File: config.mk
export PLATFORM = sky130hd
export DESIGN_NAME = alu_div_seq_flat
export DESIGN_NICKNAME = d
export VERILOG_FILES = /design/src/rtl/alu_div_seq_pkg.sv /design/src/rtl/alu_div_seq_if.sv /design/src/rtl/alu_div_step.sv /design/src/rtl/alu_div_seq.sv /design/src/flat_wrapper.sv
export SDC_FILE = /design/constraint.sdc
export NUM_CORES = 1
export LEC_CHECK = 0
export BUFFER_PORTS_ARGS = -buffer_cell sky130_fd_sc_hd__clkbuf_2
export CAP_MARGIN = 20
export CORE_ASPECT_RATIO = 2
export CORE_MARGIN = 3
export CORE_UTILIZATION = 60
export DETAILED_ROUTE_END_ITERATION = 6
export MAX_ROUTING_LAYER = met4
export PLACE_DENSITY = 0.8
export SYNTH_ARGS = -nofsm -noshare
export SYNTH_HDL_FRONTEND = slang
export SYNTH_SLANG_ARGS = --single-unit
export TNS_END_PERCENT = 100
File: constraint.sdc
create_clock -name clk -period 9.4 [get_ports clk]
set_clock_uncertainty 0.15 [all_clocks]
set_input_delay 1.41 -clock clk [delete_from_list [all_inputs] [get_ports clk]]
set_output_delay 1.41 -clock clk [all_outputs]
set_load 0.02 [all_outputs]
File: src/rtl/alu_div_seq_pkg.sv
// rtl/alu_div_seq_pkg.sv - shared widths, state encoding and result helpers for the sequential divider
package alu_div_seq_pkg;

    localparam int XLEN        = 64;
    localparam int DIV_CNT_LEN = 7;

    typedef enum logic [1:0] {
        DIVST_IDLE = 2'd0,
        DIVST_CALC = 2'd1,
        DIVST_DONE = 2'd2
    } div_state_e;

    function automatic logic [XLEN-1:0] sext32(input logic [31:0] v);
        return {{(XLEN-32){v[31]}}, v};
    endfunction

    // Every W-variant result, signed or not, is returned sign-extended from bit 31.
    function automatic logic [XLEN-1:0] fmt_result(input logic [XLEN-1:0] v, input logic word);
        return word ? sext32(v[31:0]) : v;
    endfunction

endpackage

File: src/rtl/alu_div_seq_if.sv
// rtl/alu_div_seq_if.sv - request/response handshake bundle between execute and the divider
interface alu_div_seq_if;
    import alu_div_seq_pkg::*;

    logic            in_valid_i;
    logic            in_ready_o;
    logic [XLEN-1:0] div_a_i;
    logic [XLEN-1:0] div_b_i;
    logic            is_signed_i;
    logic            is_word_i;
    logic            is_rem_i;
    logic            out_valid_o;
    logic            out_ready_i;
    logic [XLEN-1:0] result_o;

    modport master (
        output in_valid_i, div_a_i, div_b_i, is_signed_i, is_word_i, is_rem_i, out_ready_i,
        input  in_ready_o, out_valid_o, result_o
    );

    modport slave (
        input  in_valid_i, div_a_i, div_b_i, is_signed_i, is_word_i, is_rem_i, out_ready_i,
        output in_ready_o, out_valid_o, result_o
    );

endinterface

File: src/rtl/alu_div_step.sv
// rtl/alu_div_step.sv - one combinational restoring-division iteration on {rem, quo}
module alu_div_step
    import alu_div_seq_pkg::*;
(
    input  logic [XLEN-1:0] i_rem,
    input  logic [XLEN-1:0] i_quo,
    input  logic [XLEN-1:0] i_div,
    output logic [XLEN-1:0] o_rem,
    output logic [XLEN-1:0] o_quo
);

    logic [XLEN:0]   w_rem_sh;
    logic [XLEN-1:0] w_sub;
    logic            w_ge;

    // Shifted remainder needs one extra bit: an unsigned divisor can exceed 2^(XLEN-1).
    assign w_rem_sh = {i_rem, i_quo[XLEN-1]};
    assign w_ge     = (w_rem_sh >= {1'b0, i_div});
    assign w_sub    = w_rem_sh[XLEN-1:0] - i_div;

    assign o_rem = w_ge ? w_sub : w_rem_sh[XLEN-1:0];
    assign o_quo = {i_quo[XLEN-2:0], w_ge};

endmodule

File: src/rtl/alu_div_seq.sv
// rtl/alu_div_seq.sv - multi-cycle RV64M divide/remainder unit with valid/ready handshake
module alu_div_seq
    import alu_div_seq_pkg::*;
(
    input  logic          clk,
    input  logic          rst,
    input  logic          flush_i,
    alu_div_seq_if.slave  bus
);

    div_state_e             r_state;
    logic [XLEN-1:0]        r_rem;
    logic [XLEN-1:0]        r_quo;
    logic [XLEN-1:0]        r_div;
    logic [DIV_CNT_LEN-1:0] r_cnt;
    logic                   r_word;
    logic                   r_is_rem;
    logic                   r_neg_q;
    logic                   r_neg_r;
    logic                   r_out_valid;
    logic [XLEN-1:0]        r_result;

    logic [XLEN-1:0] w_a_ext, w_b_ext, w_a_abs, w_b_abs;
    logic [XLEN-1:0] w_rem_nxt, w_quo_nxt, w_q_fix, w_r_fix;
    logic [XLEN-1:0] w_spec_res, w_calc_res, w_min_neg;
    logic            w_sa, w_sb, w_b_zero, w_ovf;

    always_comb begin
        w_a_ext = bus.div_a_i;
        w_b_ext = bus.div_b_i;
        if (bus.is_word_i) begin
            w_a_ext = bus.is_signed_i ? sext32(bus.div_a_i[31:0]) : {{(XLEN-32){1'b0}}, bus.div_a_i[31:0]};
            w_b_ext = bus.is_signed_i ? sext32(bus.div_b_i[31:0]) : {{(XLEN-32){1'b0}}, bus.div_b_i[31:0]};
        end
        w_sa      = bus.is_signed_i & w_a_ext[XLEN-1];
        w_sb      = bus.is_signed_i & w_b_ext[XLEN-1];
        w_a_abs   = w_sa ? -w_a_ext : w_a_ext;
        w_b_abs   = w_sb ? -w_b_ext : w_b_ext;
        w_b_zero  = (w_b_ext == '0);
        w_min_neg = bus.is_word_i ? {{(XLEN-31){1'b1}}, 31'b0} : {1'b1, {(XLEN-1){1'b0}}};
        w_ovf     = bus.is_signed_i & (&w_b_ext) & (w_a_ext == w_min_neg);
        if (w_b_zero)
            w_spec_res = bus.is_rem_i ? w_a_ext : '1;
        else
            w_spec_res = bus.is_rem_i ? '0 : w_a_ext;
        w_spec_res = fmt_result(w_spec_res, bus.is_word_i);
    end

    alu_div_step u_step (
        .i_rem (r_rem),
        .i_quo (r_quo),
        .i_div (r_div),
        .o_rem (w_rem_nxt),
        .o_quo (w_quo_nxt)
    );

    assign w_q_fix    = r_neg_q ? -w_quo_nxt : w_quo_nxt;
    assign w_r_fix    = r_neg_r ? -w_rem_nxt : w_rem_nxt;
    assign w_calc_res = fmt_result(r_is_rem ? w_r_fix : w_q_fix, r_word);

    always_ff @(posedge clk) begin
        if (rst) begin
            r_state     <= DIVST_IDLE;
            r_rem       <= '0;
            r_quo       <= '0;
            r_div       <= '0;
            r_cnt       <= '0;
            r_word      <= 1'b0;
            r_is_rem    <= 1'b0;
            r_neg_q     <= 1'b0;
            r_neg_r     <= 1'b0;
            r_out_valid <= 1'b0;
            r_result    <= '0;
        end else if (flush_i) begin
            r_state     <= DIVST_IDLE;
            r_out_valid <= 1'b0;
        end else begin
            case (r_state)
                DIVST_IDLE: begin
                    if (bus.in_valid_i) begin
                        r_word   <= bus.is_word_i;
                        r_is_rem <= bus.is_rem_i;
                        r_neg_q  <= w_sa ^ w_sb;
                        r_neg_r  <= w_sa;
                        if (w_b_zero || w_ovf) begin
                            r_result    <= w_spec_res;
                            r_out_valid <= 1'b1;
                            r_state     <= DIVST_DONE;
                        end else begin
                            // Word dividends sit in the upper half so 32 shifts consume them fully.
                            r_rem   <= '0;
                            r_quo   <= bus.is_word_i ? (w_a_abs << 32) : w_a_abs;
                            r_div   <= w_b_abs;
                            r_cnt   <= bus.is_word_i ? DIV_CNT_LEN'(32) : DIV_CNT_LEN'(64);
                            r_state <= DIVST_CALC;
                        end
                    end
                end
                DIVST_CALC: begin
                    r_rem <= w_rem_nxt;
                    r_quo <= w_quo_nxt;
                    r_cnt <= r_cnt - 1'b1;
                    if (r_cnt == DIV_CNT_LEN'(1)) begin
                        r_result    <= w_calc_res;
                        r_out_valid <= 1'b1;
                        r_state     <= DIVST_DONE;
                    end
                end
                DIVST_DONE: begin
                    if (bus.out_ready_i) begin
                        r_out_valid <= 1'b0;
                        r_state     <= DIVST_IDLE;
                    end
                end
                default: r_state <= DIVST_IDLE;
            endcase
        end
    end

    assign bus.in_ready_o  = (r_state == DIVST_IDLE);
    assign bus.out_valid_o = r_out_valid;
    assign bus.result_o    = r_result;

endmodule

File: src/flat_wrapper.sv
// flat-port wrapper written by rule: the top's interface ports become plain ports
module alu_div_seq_flat import alu_div_seq_pkg::*;
  (clk, rst, flush_i, bus_in_valid_i, bus_div_a_i, bus_div_b_i, bus_is_signed_i, bus_is_word_i, bus_is_rem_i, bus_out_ready_i, bus_in_ready_o, bus_out_valid_o, bus_result_o);
  alu_div_seq_if bus_i ();
  input  logic clk;
  input  logic rst;
  input  logic flush_i;
  input wire logic [$bits(bus_i.in_valid_i)-1:0] bus_in_valid_i;
  input wire logic [$bits(bus_i.div_a_i)-1:0] bus_div_a_i;
  input wire logic [$bits(bus_i.div_b_i)-1:0] bus_div_b_i;
  input wire logic [$bits(bus_i.is_signed_i)-1:0] bus_is_signed_i;
  input wire logic [$bits(bus_i.is_word_i)-1:0] bus_is_word_i;
  input wire logic [$bits(bus_i.is_rem_i)-1:0] bus_is_rem_i;
  input wire logic [$bits(bus_i.out_ready_i)-1:0] bus_out_ready_i;
  output wire logic [$bits(bus_i.in_ready_o)-1:0] bus_in_ready_o;
  output wire logic [$bits(bus_i.out_valid_o)-1:0] bus_out_valid_o;
  output wire logic [$bits(bus_i.result_o)-1:0] bus_result_o;
  assign bus_i.in_valid_i = bus_in_valid_i;
  assign bus_i.div_a_i = bus_div_a_i;
  assign bus_i.div_b_i = bus_div_b_i;
  assign bus_i.is_signed_i = bus_is_signed_i;
  assign bus_i.is_word_i = bus_is_word_i;
  assign bus_i.is_rem_i = bus_is_rem_i;
  assign bus_i.out_ready_i = bus_out_ready_i;
  assign bus_in_ready_o = bus_i.in_ready_o;
  assign bus_out_valid_o = bus_i.out_valid_o;
  assign bus_result_o = bus_i.result_o;
  alu_div_seq u_core (.clk(clk), .rst(rst), .flush_i(flush_i), .bus(bus_i));
endmodule
==> run summary, run 1 <==
The number of top-level pins is 202. Ranked by total cell area, the synthesized netlist is headed by dfxtp_1 (22%), nor2_1 (7.7%), a21oi_1 (6.8%). The global placer's final weighted congestion is between 1 and 1.5.

The number of hold buffers added after cts is 0. The most area-hungry cell type in the Yosys netlist is dfxtp_1. The number of placement rows came out at about 100. The number of enable flip-flop cells after synthesis is 0. Entering global routing, the biggest net connects between 100 and 150 pins. The share of the yosys chip area belonging to registers is 21.9%. The number of global-route vias before repair came out at 30700. The share of async-settable or async-resettable flops after synthesis is 0%. The count of buffers added on input and output ports is approximately 200.

During synthesis, Yosys emitted a total of 0 warnings. Dividing the synthesized area by the synthesized cell count gives between 6 and 7 sq um. The tool reported: "[ERROR GRT-0116] Global routing finished with congestion. Check the congestion regions in the DRC Viewer". The post-CTS setup repair buffer count came out at 0. The count of cell types in the netlist came out at 94. The number of clock buffers added by TritonCTS is 27. The vertical extent of the die is between 200 and 300 um. The HPWL after detailed placement is approximately 94000 um. The clock drives 270 sinks. The area share of the leading cell type in the synthesized netlist is a little over a fifth. The aggregate global-route resource usage came out at around three fifths. In this run, synthesis produced a sequential element count of 270. The area of the mapped netlist is between 20000 and 25000 sq um. The stopping stage is 5_1_grt. The total number of H-tree levels is 1.

The die width is roughly 150 um. The top flip-flop cell by instance count after synthesis is dfxtp_1. The initial cell density of the core came out at around three fifths. After clock tree synthesis, the repair step resized 0 gates. The sum of overflow across all layers after global routing came out at 5. The buffer levels on the longest clock path is 3. The flow did not finish.

The master cell of the clock root buffer is clkbuf_16. The global-route wire length before repair came out at between 150000 and 200000 um. The synthesized netlist net count is 3797. Synthesis handed over a netlist of around 3600 instances. The setup slack at placement came out at about 2.3 ns.
## routing by layer
layer | track usage, % | overflow
met1 | 58.3 | 0
met2 | 87.9 | 3
met3 | 22.9 | 0
met4 | 66.8 | 2
met5 | - | -
## cell families after synthesis
kind of cell	count (synthesis)	share of synthesized area (%)
buffers and inverters	367	5.82
multiplexers	45	1.86
adder cells (fa/ha/maj)	101	4.86
flip-flops	270	21.9
XOR/XNOR	265	9.42
AND/OR/NAND/NOR	1376	25.7
AO/OA/AOI/OAI	1165	30.4
## stage by stage
stage,instances,util (%),cell area [sq um]
after CTS,4147,65.6,26500
after detailed placement,4098,63.4,25600
after global placement,4098,63.4,25600
after floorplan,3589,-,24600
## synth_stat cells, types with 47 or more instances
| cell type | count |
|---|---|
| xor2_1 | 110 |
| a21oi_1 | 333 |
| a22oi_1 | 51 |
| ha_1 | 71 |
| nand4_1 | 54 |
| nand2_1 | 394 |
| inv_1 | 106 |
| clkbuf_1 | 211 |
| nor4_1 | 47 |
| nor3_1 | 108 |
| o211ai_1 | 77 |
| or3_1 | 47 |
| xnor2_1 | 155 |
| nor2_1 | 506 |
| a211oi_1 | 107 |
| nand3_1 | 52 |
| o21ai_0 | 249 |
| dfxtp_1 | 270 |
| o31ai_1 | 54 |
==> inputs of run 2 (changes only) <==
Settings changed: CORE_ASPECT_RATIO 2 to not set, CORE_UTILIZATION 60 to 40, MAX_ROUTING_LAYER met4 to not set, PLACE_DENSITY 0.8 to not set, PLACE_DENSITY_LB_ADDON set to 0.15.
==> run 2 against run 1 <==
The run now ends clean. Synthesized area did not move. Synthesized cell count did not move.
==> run summary, run 2 <==
The flow ran to the end, and the final reports show no timing, DRC or antenna violations. Summing the areas of all compound-gate instances in the mapped netlist gives a little over 30% of the synthesized area. The area share of the leading cell type in the synthesized netlist is approximately 22%. The post-CTS setup repair buffer count is 0. The setup TNS after final layout came out at 0 ns.

The layout overhead on the synthesized area is 11.0%. The share of the yosys chip area belonging to registers came out at between 20% and 30%. In the synthesized netlist the async set-or-reset flop fraction comes to 0%. The clock period could shrink to just under 7 ns.

For this run, the top clock speed supported by timing is between 0.1 and 0.15 GHz. After synthesis, the cell types taking the most area are dfxtp_1 (22%), nor2_1 (7.7%), a21oi_1 (6.8%). The number of nets with antenna violations after detailed routing came out at 0.

The arrival time at the worst endpoint is around 7.3 ns. The layout has ~6400 filler cells. The cell with the most instances after synthesis is nor2_1. The slowest stage of the critical path belongs to the cell nor4b_1. The number of I/O port buffers is roughly 200.

The simple-gate share of the synthesized area is 25.7%. The path class of the tightest hold or removal check is flip-flop to flip-flop. After synthesis, the share of cell area in mux cells is roughly 1.9%. The tree built by TritonCTS fans out to 270 sinks. The die width came out at 254 um. The placed cell area came out at roughly 26000 sq um. The number of hold buffers added after cts is 0. The count of synthesis-stage warnings from yosys came out at 0.

The clock edge transition at the registers on the reported setup and hold paths came out at ~0.060 ns. Pin placement for this block handled between 200 and 250 I/O pins. The worst setup path is launched from a flip-flop.

The post-layout instance area is 27400 sq um. The number of placement rows is 90. Walking the worst path, the cells encountered are ha_1 > nor2b_1 > o2111ai_1 > a211oi_1 > nor3_1 > o21a_1 > or3_1 > nand2_8 > mux2i_1 > ha_1 > nor4b_1 > nand4_1 > o31ai_1 > nand4_1 > o41ai_2 > xor2_1 > a2111oi_0 > a211o_1. The global placer's final weighted congestion came out at between 0.9 and 1.

In the synthesized netlist the dominant register cell turns out to be dfxtp_1. For the worst setup path, the data required time is slightly below 10 ns. Clock latency on the worst-skew pair, taken at its later pin, is between 0.5 and 0.6 ns.

The post-synthesis share of cell area spent on full adders, half adders and majority gates is under 10%. The master cell of the clock root buffer is clkbuf_16. The largest net degree at the start of global routing is 117.

After the last flow step, the layout net total stands at ~3800. The final standard cell count with taps included and fillers excluded is about 4400. The area inside the core boundary is just over 60000 sq um. Summed over all instances, the cell type with the most area after synthesis is dfxtp_1.

The max-slew violation count is 0. The number of DRC markers in iteration 0 is approximately 3700. Including well taps, the total number of placed cells is 4355. The transition at the pin with the smallest max-transition slack is 1.11 ns.

The TritonCTS clock tree is done. The number of global-route vias before repair came out at roughly 25000. A synthesized cell averages 6.87 sq um. The share of post-route cells with drive strength above 1 came out at between 10% and 20%. The number of storage elements in the synthesis netlist is 270. In the layout the commonest cells are nor2_1 (500), nand2_1 (391), a21oi_1 (333). The cell count after synthesis is between 3000 and 4000.

The count of final hold-check violations came out at 0. The first-pass iteration count of the detailed router came out at 6. By count the netlist is led by nor2_1 (506), nand2_1 (394), a21oi_1 (333).

The largest incremental delay on the critical path is 0.63 ns. Measured along the y axis, the die boundary spans 254 um. The xor and xnor area share after synthesis came out at about a tenth. The sum of overflow across all layers after global routing is 0. After layout, the worst path uses between 70% and 80% of the clock period.

The count of cell types in the netlist came out at between 90 and 100. The number of antenna violations at the first check in global routing is 2. After synthesis, the largest family of logic cells by area is compound AO/OA/AOI/OAI gates. The total number of H-tree levels is 2. The worst relative slew slack is around a quarter.

The full die area is between 60000 and 70000 sq um. Setup violations remaining at the end of the flow were counted as 0. The maximum fanout count along the critical path came out at 47. Across every metal layer, demand over resource in global routing totals 33.8%. The synthesized netlist net count came out at approximately 3800. The leakage power of the design came out at 10.4 nW. The area of the mapped netlist came out at between 20000 and 25000 sq um. IR analysis of the VDD net gives a maximum drop of ~0.00011 V. Setup repair after global routing left no endpoint under its margin. The total chip power is slightly below 0.004 W. The power per unit of standard cell area came out at about 140 nW/um^2. Once the floorplan was initialized, standard cells occupied around two fifths of the core.

The critical path is of the flip-flop to flip-flop type. The most common cell after layout, fill and taps aside is nor2_1. The buffer levels on the longest clock path came out at 3.

The global-route wire length before repair came out at 166000 um. After detailed routing, the number of vias per cell comes to about 6.4. The number of resized instances in the post-cts repair step came out at 0. The vias after detailed routing is around 28000.

The detailed-route DRC error count is 0. The worst setup path is captured at a flip-flop. The number of enable flip-flop cells after synthesis is 0. The average wire per standard cell is roughly 26 um. TritonCTS created 37 clock buffers. The wire length reported by the detailed router came out at approximately 110000 um.

The total of max-cap violations is 0. Detailed placement ended at an HPWL of about 87000 um. The antenna cell count is 0.
==> run 2: final timing paths <==
path | cells past startpoint | start | to | slack, ns
setup / recovery | 18 | u_core.r_rem[0] | u_core.bus.result_o[56] | 2.48
hold / removal | 2 | u_core.bus.result_o[39] | u_core.bus.result_o[39] | 0.29
setup reg to reg | 18 | u_core.r_rem[0] | u_core.bus.result_o[56] | 2.48
hold reg to reg | 2 | u_core.bus.result_o[39] | u_core.bus.result_o[39] | 0.29
==> run 2: through the flow <==
stage | setup WS [ns] | hold slack, ns | utilization, %
2_1_floorplan | 3.30 | 0.282 | -
3_3_place_gp | 2.84 | 0.281 | 42.8
3_5_place_dp | 2.75 | 0.284 | 42.8
4_1_cts | 2.69 | 0.292 | 45.1
5_1_grt | 1.99 | 0.321 | 45.1
6_report | 2.48 | 0.286 | 45.1
==> run 2: kinds of logic after synthesis <==
logic type,Yosys count
compound gates,1165
xor+xnor,265
fa+ha+maj,101
buf+inv,367
flops,270
mux,45
simple gates,1376
==> run 2: metal layers <==
metal  routed length (um)  global-route usage (%)  up-vias
li1                     -                       -    13100
met1                49100                    47.8    13200
met2                47500                    50.1     1586
met3                13800                    9.92      182
met4                 3430                    8.98        2
met5                   15                       0        -
==> run 2: cell type report <==
| type | instances | area, sq um | share of cell area (%) |
|---|---|---|---|
| Sequential cell | 270 | 5410 | 19.8 |
| Inverter | 108 | 408 | 1.49 |
| Clock buffer | 46 | 1030 | 3.77 |
| Timing Repair Buffer | 243 | 1330 | 4.86 |
| Clock inverter | 22 | 334 | 1.22 |
| Tap cell | 782 | 978 | 3.58 |
| Multi-Input combinational cell | 2952 | 17900 | 65.3 |
==> run 2: critical path: cells and delay by family (launching register included) <==
| family | cells | cell delay [ns] |
|---|---|---|
| compound gates | 7 | 2.75 |
| simple gates | 7 | 2.44 |
| fa+ha+maj | 2 | 0.67 |
| flops | 1 | 0.41 |
| mux | 1 | 0.36 |
| xor+xnor | 1 | 0.11 |
==> run 2: report_power, final <==
group | leakage [nW] | internal, W | switching, W
clock network | 0.665 | 0.000982 | 0.000628
registers | 2.20 | 0.00119 | 0.0000484
logic | 7.52 | 0.000322 | 0.000764
total | 10.4 | 0.00250 | 0.00144
Note: power is estimated with default switching activity, not from simulation.
